## src/rtl/counter_ctrl_if.sv

```systemverilog
// Button inputs and counter-control outputs between the panel and counter_ctrl.
interface counter_ctrl_if;
  logic btn_run;
  logic btn_dir;
  logic btn_step;
  logic enable;
  logic direction;
  logic running;

  modport master (
    output btn_run, btn_dir, btn_step,
    input  enable, direction, running
  );

  modport slave (
    input  btn_run, btn_dir, btn_step,
    output enable, direction, running
  );
endinterface

```

## src/rtl/counter_ctrl.sv

```systemverilog
// Run/stop/step/direction control for an up/down counter, driven by three
// raw push-buttons that are synchronized, debounced and turned into press events.
module counter_ctrl #(
  parameter int unsigned DEBOUNCE_CYCLES = 4
) (
  input  logic          clk_reg,
  input  logic          rst,
  counter_ctrl_if.slave bus
);

  localparam int unsigned NBTN   = 3;
  localparam int unsigned CW     = 8;
  localparam int unsigned B_RUN  = 0;
  localparam int unsigned B_DIR  = 1;
  localparam int unsigned B_STEP = 2;

  typedef enum logic [1:0] {STOPPED, RUN, STEP} state_t;

  logic [NBTN-1:0] raw;
  logic [NBTN-1:0] sync1;
  logic [NBTN-1:0] sync2;
  logic [NBTN-1:0] level;
  logic [NBTN-1:0] armed;
  logic [NBTN-1:0] press;
  logic [CW-1:0]   cnt [NBTN];
  logic [1:0]      settle;

  state_t state;
  state_t next_state;
  logic   en_reg;
  logic   run_reg;
  logic   dir_reg;

  assign raw = {bus.btn_step, bus.btn_dir, bus.btn_run};

  // Two-flop synchronizers; settle marks when sync2 holds a real post-reset sample.
  always_ff @(posedge clk_reg or posedge rst) begin
    if (rst) begin
      sync1  <= '0;
      sync2  <= '0;
      settle <= '0;
    end else begin
      sync1  <= raw;
      sync2  <= sync1;
      settle <= {settle[0], 1'b1};
    end
  end

  // Debounce; a button only produces events once it has been seen low after reset.
  always_ff @(posedge clk_reg or posedge rst) begin
    if (rst) begin
      level <= '0;
      armed <= '0;
      press <= '0;
      for (int i = 0; i < NBTN; i++) cnt[i] <= '0;
    end else begin
      for (int i = 0; i < NBTN; i++) begin
        press[i] <= 1'b0;
        if (settle[1] && !sync2[i]) armed[i] <= 1'b1;
        if (sync2[i] == level[i]) begin
          cnt[i] <= '0;
        end else if (cnt[i] == CW'(DEBOUNCE_CYCLES - 1)) begin
          cnt[i]   <= '0;
          level[i] <= sync2[i];
          press[i] <= sync2[i] & armed[i];
        end else begin
          cnt[i] <= cnt[i] + CW'(1);
        end
      end
    end
  end

  always_ff @(posedge clk_reg or posedge rst) begin
    if (rst) state <= STOPPED;
    else     state <= next_state;
  end

  // Run wins over step when both arrive together in STOPPED.
  always_comb begin
    next_state = state;
    case (state)
      STOPPED: begin
        if (press[B_RUN])       next_state = RUN;
        else if (press[B_STEP]) next_state = STEP;
      end
      RUN: begin
        if (press[B_RUN]) next_state = STOPPED;
      end
      STEP:    next_state = STOPPED;
      default: next_state = STOPPED;
    endcase
  end

  // Outputs are registered from the next state so they change with the state.
  always_ff @(posedge clk_reg or posedge rst) begin
    if (rst) begin
      en_reg  <= 1'b0;
      run_reg <= 1'b0;
      dir_reg <= 1'b1;
    end else begin
      en_reg  <= (next_state != STOPPED);
      run_reg <= (next_state == RUN);
      dir_reg <= dir_reg ^ press[B_DIR];
    end
  end

  assign bus.enable    = en_reg;
  assign bus.running   = run_reg;
  assign bus.direction = dir_reg;

endmodule

```

## src/flat_wrapper.sv

```systemverilog
// flat-port wrapper written by rule: the top's interface ports become plain ports
module counter_ctrl_flat 
#(
  parameter int unsigned DEBOUNCE_CYCLES = 4
)
  (clk_reg, rst, bus_btn_run, bus_btn_dir, bus_btn_step, bus_enable, bus_direction, bus_running);
  counter_ctrl_if bus_i ();
  input  logic clk_reg;
  input  logic rst;
  input wire logic [$bits(bus_i.btn_run)-1:0] bus_btn_run;
  input wire logic [$bits(bus_i.btn_dir)-1:0] bus_btn_dir;
  input wire logic [$bits(bus_i.btn_step)-1:0] bus_btn_step;
  output wire logic [$bits(bus_i.enable)-1:0] bus_enable;
  output wire logic [$bits(bus_i.direction)-1:0] bus_direction;
  output wire logic [$bits(bus_i.running)-1:0] bus_running;
  assign bus_i.btn_run = bus_btn_run;
  assign bus_i.btn_dir = bus_btn_dir;
  assign bus_i.btn_step = bus_btn_step;
  assign bus_enable = bus_i.enable;
  assign bus_direction = bus_i.direction;
  assign bus_running = bus_i.running;
  counter_ctrl #(.DEBOUNCE_CYCLES(DEBOUNCE_CYCLES)) u_core (.clk_reg(clk_reg), .rst(rst), .bus(bus_i));
endmodule
```

## config.mk

```make
export PLATFORM = sky130hd
export DESIGN_NAME = counter_ctrl_flat
export DESIGN_NICKNAME = d
export VERILOG_FILES = /design/src/rtl/counter_ctrl_if.sv /design/src/rtl/counter_ctrl.sv /design/src/flat_wrapper.sv
export SDC_FILE = /design/constraint.sdc
export NUM_CORES = 1
export LEC_CHECK = 0
export ABC_CLOCK_PERIOD_IN_PS = 3550
export BUFFER_PORTS_ARGS = -buffer_cell sky130_fd_sc_hd__buf_2
export CORE_MARGIN = 2
export CORE_UTILIZATION = 26
export DETAILED_ROUTE_END_ITERATION = 6
export HOLD_SLACK_MARGIN = 0.08
export MAX_ROUTING_LAYER = met4
export PLACE_DENSITY = 0.46
export SYNTH_ARGS = -nofsm -noshare
export SYNTH_HDL_FRONTEND = slang
export SYNTH_SLANG_ARGS = --single-unit
```

## constraint.sdc

```tcl
create_clock -name clk_reg -period 3.55 [get_ports clk_reg]
set_input_delay 0.355 -clock clk_reg [delete_from_list [all_inputs] [get_ports clk_reg]]
set_output_delay 0.355 -clock clk_reg [all_outputs]
set_load 0.01 [all_outputs]
```

; ---- After elaboration in Yosys (flattened, before gate mapping)
; Cells that the tools add are included.
[totals]
output_inout_bits = 3
register_bits = 46
elab_cells = 62
input_bits = 5
[classes]
n_reduce_logical = 11
n_bitwise = 7
n_mux = 16
n_addsub = 3
eq_ne = 8
[ops]
columns = operator, n
row1 = $mux 8, 6
row2 = $add 8x1->8 const B, 3
row3 = $eq 8x2->1 const B, 3
row4 = $mux 1, 6
row5 = $mux 2, 3
row6 = $reduce_and 2->1, 3
row7 = $eq 2x1->1 const B, 2
row8 = $pmux 2 s2, 1
row9 = $and 1x1->1, 3
row10 = $eq 1x1->1, 3
row11 = $logic_and 1x1->1, 3
row12 = $logic_not 1->1, 3
row13 = $not 1->1, 3
row14 = $logic_not 2->1, 1
row15 = $reduce_bool 2->1, 1
row16 = $xor 1x1->1, 1

; ---- Depth between registers and ports, before layout
; Gate-level depths: netlist of run 1.
[depth]
ltp_word = 4
depth_mapped = 4
depth_no_buf = 4

; ---- Worst setup path after synthesis of run 1
; OpenSTA, ideal clock, no wires.
[synth_timing]
kind = flip-flop to flip-flop
start = register u_core.cnt[8] (netlist name)
end = register u_core.cnt[9] (netlist name)
setup_time_ps = 120
synth_period_minus_slack_ps = 1614
slack_ps = 1936
required_ps = 3430
stages_incl_launch_ff = 5
t_arrival_ps = 1494
n_path_buf = 0
path_cell_list = dfrtp_1 ha_1 or4b_4 or2_4 and3_1
[synth_between]
elab_chain_len = 3
word_cells_on_any_way = 4
classes_between = add/sub (1) / eq/ne (1) / mux (2)
[synth_rtl]
columns = item, line_no
row1 = from (decl), counter_ctrl.sv:25  ; logic [CW-1:0] cnt [NBTN];
row2 = "from (signal, indexed assignment)", counter_ctrl.sv:67  ; cnt[i] <= cnt[i] + CW'(1);
row3 = $add 8x1->8 or $eq 8x2->1 (tied branches), "counter_ctrl.sv:67, counter_ctrl.sv:62"
row4 = $mux 8 (*), counter_ctrl.sv:62  ; end else if (cnt[i] == CW'(DEBOUNCE_CYCLES - 1)) begin
row5 = $mux 8 (*), counter_ctrl.sv:60  ; if (sync2[i] == level[i]) begin
; Every way passes the cells marked *; elsewhere a longest branch is shown, timed or not.
; A chain may end at the register's enable or synchronous reset.

; ---- Final worst setup path of run 1
; Ends and elaborated chain as after synthesis.

==> results.py, run 1 <==
metrics = {
    "timing": {
        "rsz0062_at_grt": "no",
        "finClkSkew_ns": 0.00337,
        "maxSlewHeadroom_pct": 38.1,
        "finalSetupViolations": 0,
        "worst_slew_pin_slew_ns": 0.927,
        "drv_slew": 0,
        "timing.final.crit_period_ns": 1.69,
        "fin_crit_sh_pct": 47.6,
        "max_freq_mhz": 592,
        "hold_viol": 0,
        "tns_ns": 0,
    },
    "critical_path": {
        "cp.required_ns": 3.74,
        "crit_slowest_cell": "or4b_4",
        "setup.worst_path.start_class": "flop",
        "crit_family": "simple AND/OR/NAND/NOR gates",
        "crit_arrival_ns": 1.88,
        "cp_max_fo": 5,
        "cp-end-kind": "flop",
        "criticalPathCategory": "flop to flop",
        "critPathMaxStageDelay_ns": 0.50,
        "path_cells": "ha_1 -> or4b_4 -> or2_4 -> and3_1",
        "crit_buf_inv": 0,
    },
    "cts": {
        "cts_tree": "done",
        "cts_setup_buffers": 0,
        "insertion_delay_ns": 0.29,
        "clock_path_buffers": 2,
        "htreeDepth": 2,
        "ctsHoldBuffers": 0,
        "ctsRootBufferMaster": "clkbuf_8",
        "cts.sink_count": 46,
        "numCtsBuffers": 5,
        "clk_pin_slew_ns": 0.08,
        "post_cts_resized": 0,
    },
    "power_and_ir_drop": {
        "powerDensity_nw_per_um2": 593,
        "p_clk_share_pct": 26.0,
        "comb_power_share_pct": 20.0,
        "p_switching_w": 0.000373,
        "p_int_w": 0.000876,
        "peakVddDrop_v": 0.000180,
        "p_leak_nw": 0.911,
        "seqPwrFrac_pct": 54.0,
        "swShare_pct": 29.9,
    },
    "drt": {
        "drc_errors": 0,
        "vias": 1140,
        "drtPass1Iterations": 4,
        "viasPerCell": 4.21,
        "ant_nets": 0,
        "wl_per_cell_um": 10.6,
        "wirelength_mm": 2.88,
        "drt_iter0_markers": 47,
    },
    "die": {
        "io_pins": 8,
        "die_h_um": 88.6,
        "die_w_um": 88.6,
        "rows": 30,
        "start_util_pct": 27.1,
        "core_region_area_um2": 6870,
        "die-area_um2": 7840,
    },
    "layout": {
        "final_common_cell": "dfrtp_1",
        "drive_gt1_share_pct": 17.1,
        "seq_area_um2": 1150,
        "fillers": 703,
        "multi_input_area_um2": 688,
        "final_cells": 271,
        "diodes": 0,
        "final_cell_mix": "dfrtp_1, nor2_1, o21ai_0",
        "nets": 182,
        "syn2layout_area_growth_pct": 13.3,
    },
    "grt": {
        "grt_remaining_overflow": 0,
        "grt_antenna_before_repair": 0,
        "grt_pass1_wl_mm": 5.27,
        "grt.total_usage_pct": 8.98,
        "grt_max_degree": 47,
        "grt_pass1_vias": 1177,
    },
    "yosys": {
        "avgSynthCellArea_um2": 11.6,
        "synth.distinct_cells": 27,
        "syn_inst": 160,
        "ys_seq_elements": 46,
        "syn-num-nets": 168,
        "yosysSeqAreaShare_pct": 62.0,
        "yosys_warnings": 0,
        "synth_area_um2": 1860,
    },
    "placement": {
        "dp_cells": 263,
        "io_buffer_count": 7,
        "finalWeightedCongestion": 0.731,
        "dpl.hpwl_mm": 1.91,
    },
    "run": {
        "max_cap_viol_count": 0,
    },
    "worst_hold_path": {
        "hold_path.class": "input port to flop",
    },
    "run_status": {
        "outcome": "finished clean",
    },
}
-- layer usage --
metal / global-route usage (%) / share of wire (%)
met3: 3.08 / 3.3
met2: 13.1 / 44
met1: 11.2 / 51
met5: - / 0
met4: 4.13 / 1.4
-- logic make-up after synthesis --
group / Yosys count / share of synthesized area, %
AND/OR/NAND/NOR: 61 / 19.1
flip-flops: 46 / 62.0
AO/OA/AOI/OAI: 30 / 9.08
XOR/XNOR: 14 / 6.59
buffers and inverters: 5 / 1.01
adder cells (fa/ha/maj): 3 / 2.02
other: 1 / 0.202
-- power by group through the flow --
stage                     clock (W)  sequential, W  combinational [W]
after CTS                  0.000345       0.000676           0.000260
after floorplan                   0       0.000682           0.000188
after global routing       0.000368       0.000686           0.000289
final                      0.000324       0.000674           0.000250
after global placement            0       0.000685           0.000263
after detailed placement          0       0.000686           0.000259
-- metrics by stage --
| step | cell area, µm² | total power, W | hold WS [ns] | setup WS [ns] | utilization, % |
|---|---|---|---|---|---|
| 2_1_floorplan | 1860 | 0.000870 | 0.331 | 1.94 | - |
| 3_3_place_gp | 2010 | 0.000948 | 0.334 | 1.89 | 29.3 |
| 3_5_place_dp | 2010 | 0.000945 | 0.335 | 1.84 | 29.3 |
| 4_1_cts | 2110 | 0.00128 | 0.150 | 1.85 | 30.7 |
| 5_1_grt | 2110 | 0.00134 | 0.149 | 1.77 | 30.7 |
| 6_report | 2110 | 0.00125 | 0.166 | 1.86 | 30.7 |
-- worst register-to-register path, stage by stage (launching register included) --
cell and delay, ns:
dfrtp_1 0.41, ha_1 0.24, or4b_4 0.50, or2_4 0.28
and3_1 0.16
-- sequential cells by signal (all words and copies together), names as in the netlist --
| name | count |
|---|---|
| u_core.armed | 3 |
| u_core.bus.direction | 1 |
| u_core.bus.enable | 1 |
| u_core.bus.running | 1 |
| u_core.cnt | 24 |
| u_core.level | 3 |
| u_core.press | 3 |
| u_core.settle | 2 |
| u_core.state | 2 |
| u_core.sync1 | 3 |
| u_core.sync2 | 3 |
-- path summary, 6_finish.rpt --
kind	endpoint	slack, ns	from	cells past startpoint
setup reg to reg	u_core.cnt[9]	1.86	u_core.cnt[8]	4
max in group asynchronous	u_core.level[2]	2.71	rst	2
min in group asynchronous	u_core.cnt[13]	0.26	rst	2
hold / removal	u_core.sync1[2]	0.17	bus_btn_step	1
hold reg to reg	u_core.sync2[1]	0.35	u_core.sync1[1]	0
setup / recovery	u_core.cnt[9]	1.86	u_core.cnt[8]	4
-- cell usage after synthesis --
master / instances / area [µm²]
or2_2: 1 / 6.26
nor3_2: 3 / 30.0
dfrtp_1: 45 / 1130
o21ai_0: 12 / 60.1
or4b_4: 1 / 13.8
nor2_1: 14 / 52.6
xor2_1: 10 / 87.6
nand2_1: 8 / 30.0
nor4b_1: 1 / 8.76
nand3_1: 10 / 50.1
or3_1: 10 / 62.6
dfstp_2: 1 / 26.3
and2_1: 1 / 6.26
or4_4: 2 / 22.5
o21ai_2: 3 / 26.3
conb_1: 1 / 3.75
inv_1: 5 / 18.8
a21o_1: 3 / 22.5
nand4_1: 3 / 18.8
a21oi_1: 9 / 45.0
and3_1: 2 / 12.5
xnor2_1: 4 / 35.0
or3b_2: 2 / 17.5
o21ai_1: 3 / 15.0
or2_4: 2 / 17.5
or2_1: 1 / 6.26
ha_1: 3 / 37.5
-- final cells by class --
type	instances	share of cell area (%)
flip-flops and latches	46	54.7
multi-input cells	109	32.7
repair buffers	7	1.66
well taps	96	5.70
clock buffers	7	4.10
clock inverters	1	0.238
inverters	5	0.891
No activity file was read; power rests on OpenSTA's default activity.
==> run 2: changes to the inputs <==
Settings changed: ABC_AREA from default to 1, ABC_CLOCK_PERIOD_IN_PS 3550 to 1560.
Clock period 3.55 ns to 1.56 ns, I/O delays scaled along.
==> run 2 against run 1 <==
- sequential power up 120%
- core utilization grew 0.91 points
- area after synthesis up 7.6%
- routed wire length grew 14%
- critical endpoint unchanged
- largest power group unchanged
==> results.py, run 2 <==
metrics = {
    "run_status": {
        "outcome": "finished clean",
    },
    "die": {
        "die-area_um2": 8410,
        "die_h_um": 91.7,
        "core_region_area_um2": 7370,
        "io_pins": 8,
        "die_w_um": 91.7,
        "rows": 31,
        "start_util_pct": 27.1,
    },
    "cts": {
        "ctsRootBufferMaster": "clkbuf_8",
        "insertion_delay_ns": 0.29,
        "cts_tree": "done",
        "cts.sink_count": 46,
        "htreeDepth": 2,
        "post_cts_resized": 0,
        "clock_path_buffers": 2,
        "cts_setup_buffers": 0,
        "numCtsBuffers": 5,
        "ctsHoldBuffers": 4,
        "clk_pin_slew_ns": 0.09,
    },
    "grt": {
        "use_met3_pct": 2.47,
        "grt.total_usage_pct": 9.47,
        "grt_pass1_wl_mm": 6.23,
        "grt_remaining_overflow": 0,
        "met1_usage_pct": 11.5,
        "grt.busiest_layer": "met2",
        "grt_max_degree": 20,
        "grt_antenna_before_repair": 0,
        "grt_pass1_vias": 1423,
        "grtUsageMet2_pct": 14.8,
    },
    "yosys": {
        "async_flop_share_pct": 100,
        "synth_top_cell_by_area": "dfrtp_1",
        "yosys_warnings": 0,
        "synth_edf_count": 0,
        "synth.distinct_cells": 17,
        "avgSynthCellArea_um2": 8.59,
        "syn_inst": 233,
        "ys_seq_elements": 46,
        "synthTopCellsByArea": "dfrtp_1, nand2_1, inv_1, nor2_1, nand3_1",
        "yosysMostFrequentCell": "nand2_1",
        "synth_top_area_share_pct": 56.3,
        "ys.flop_type": "dfrtp_1",
        "syn-num-nets": 241,
        "yosys-top-cells-count": "nand2_1, dfrtp_1, inv_1",
        "synth_area_um2": 2000,
        "yosysSeqAreaShare_pct": 57.6,
    },
    "critical_path": {
        "path_cells": "ha_1 -> inv_1 -> nor3_1 -> nand2_1 -> nand2_1 -> nor2_1",
        "crit_slowest_cell": "dfrtp_1",
        "cp_max_fo": 4,
        "cp.required_ns": 1.75,
        "crit_path_frequent_cell": "nand2_1",
        "cp-end-kind": "flop",
        "setup.worst_path.start_class": "flop",
        "critPathMaxStageDelay_ns": 0.40,
        "criticalPathCategory": "flop to flop",
        "crit_arrival_ns": 1.40,
    },
    "layout": {
        "syn2layout_area_growth_pct": 16.3,
        "drive_gt1_share_pct": 12.2,
        "diodes": 0,
        "nets": 262,
        "final_common_cell": "nand2_1",
        "final_cell_mix": "nand2_1, dfrtp_1, inv_1, nor2_1, nand3_1",
        "fin_util_pct": 31.6,
        "largest_register_ffs": 24,
        "largest-register": "u_core.cnt",
    },
    "drt": {
        "wirelength_mm": 3.27,
        "wl_per_cell_um": 9.23,
        "vias": 1377,
        "ant_nets": 0,
        "viasPerCell": 3.89,
        "drc_errors": 0,
        "drt_iter0_markers": 77,
        "drtPass1Iterations": 4,
    },
    "timing": {
        "hold_slack_ns": 0.351,
        "timing.final.crit_period_ns": 1.21,
        "tns_ns": 0,
        "max_freq_mhz": 825,
        "drv_slew": 0,
        "finalSetupViolations": 0,
        "rsz0062_at_grt": "no",
        "fin_crit_sh_pct": 77.7,
        "finClkSkew_ns": 0.00710,
        "hold_viol": 0,
    },
    "power_and_ir_drop": {
        "total_power_w": 0.00278,
        "peakVddDrop_v": 0.000353,
        "seqPwrFrac_pct": 54.2,
        "swShare_pct": 30.3,
        "p_leak_nw": 1.14,
        "powerDensity_nw_per_um2": 1190,
        "comb_power_share_pct": 19.0,
        "p_clk_share_pct": 26.8,
        "p_switching_w": 0.000842,
        "p_int_w": 0.00193,
    },
    "placement": {
        "dpl.hpwl_mm": 2.37,
        "finalWeightedCongestion": 0.761,
        "io_buffer_count": 7,
    },
    "run": {
        "max_cap_viol_count": 0,
    },
    "worst_hold_path": {
        "hold_path.class": "flop to flop",
    },
}
[run 2: cell count changes after synthesis, sizes merged, moves of 3 or more]
cell,change
or3,-10
nand4,-3
xor2,-6
a21oi,-6
inv,+33
a21o,-3
nor3,+4
o21ai,-12
nor2,+21
nand2,+63
[run 2: per-layer routing]
metal	wire (µm)	up-vias	part of all wire, %
met1	1710	619	52
met2	1420	13	43
li1	-	740	-
met5	0	-	0
met4	68	0	2.1
met3	74	5	2.3
[run 2: layout make-up]
type | count | area [µm²]
Sequential cell | 46 | 1150
Tap cell | 99 | 124
Clock buffer | 7 | 86.3
Clock inverter | 1 | 5.00
Inverter | 38 | 143
Multi-Input combinational cell | 149 | 706
Fill cell | 797 | 5040
Timing Repair Buffer | 14 | 110
[run 2: path summary, 6_finish.rpt]
| kind | start | to | slack [ns] | cells after the start |
|---|---|---|---|---|
| hold / removal | u_core.sync1[0] | u_core.sync2[0] | 0.35 | 0 |
| setup reg to reg | u_core.cnt[8] | u_core.cnt[9] | 0.35 | 6 |
| setup / recovery | u_core.cnt[8] | u_core.cnt[9] | 0.35 | 6 |
| min in group asynchronous | rst | u_core.cnt[13] | 0.40 | 3 |
| max in group asynchronous | rst | u_core.sync1[2] | 0.69 | 4 |
| hold reg to reg | u_core.sync1[0] | u_core.sync2[0] | 0.35 | 0 |
[run 2: power groups by stage]
stage | clock [W] | combinational (W) | sequential [W]
after floorplan | 0 | 0.000367 | 0.00152
after detailed placement | 0 | 0.000531 | 0.00153
after global routing | 0.000832 | 0.000620 | 0.00154
after global placement | 0 | 0.000528 | 0.00153
final | 0.000744 | 0.000528 | 0.00150
after CTS | 0.000785 | 0.000541 | 0.00151
[run 2: through the flow]
stage	instances	setup WS (ns)	instance area, µm²
after CTS	354	0.323	2330
after floorplan	233	0.318	2000
after detailed placement	342	0.346	2190
after global routing	354	0.150	2330
final	354	0.348	2330
after global placement	342	0.375	2190
[run 2: logic make-up (layout without fill, tap and decap cells)]
family                   count (synthesis)  count (layout)  synth area share [%]
AND/OR/NAND/NOR                        129             129                  27.9
flip-flops                              46              46                  57.6
buffers and inverters                   38              60                  7.13
XOR/XNOR                                 7               7                  3.06
AO/OA/AOI/OAI                            9               9                  2.25
other                                    1               1                 0.187
adder cells (fa/ha/maj)                  3               3                  1.88
[run 2: critical path: cells and delay by family (launching register included)]
family,cells,cell delay (ns)
adders and majority gates,1,0.22
DFF,1,0.40
buffers and inverters,1,0.05
and+or+nand+nor,4,0.42
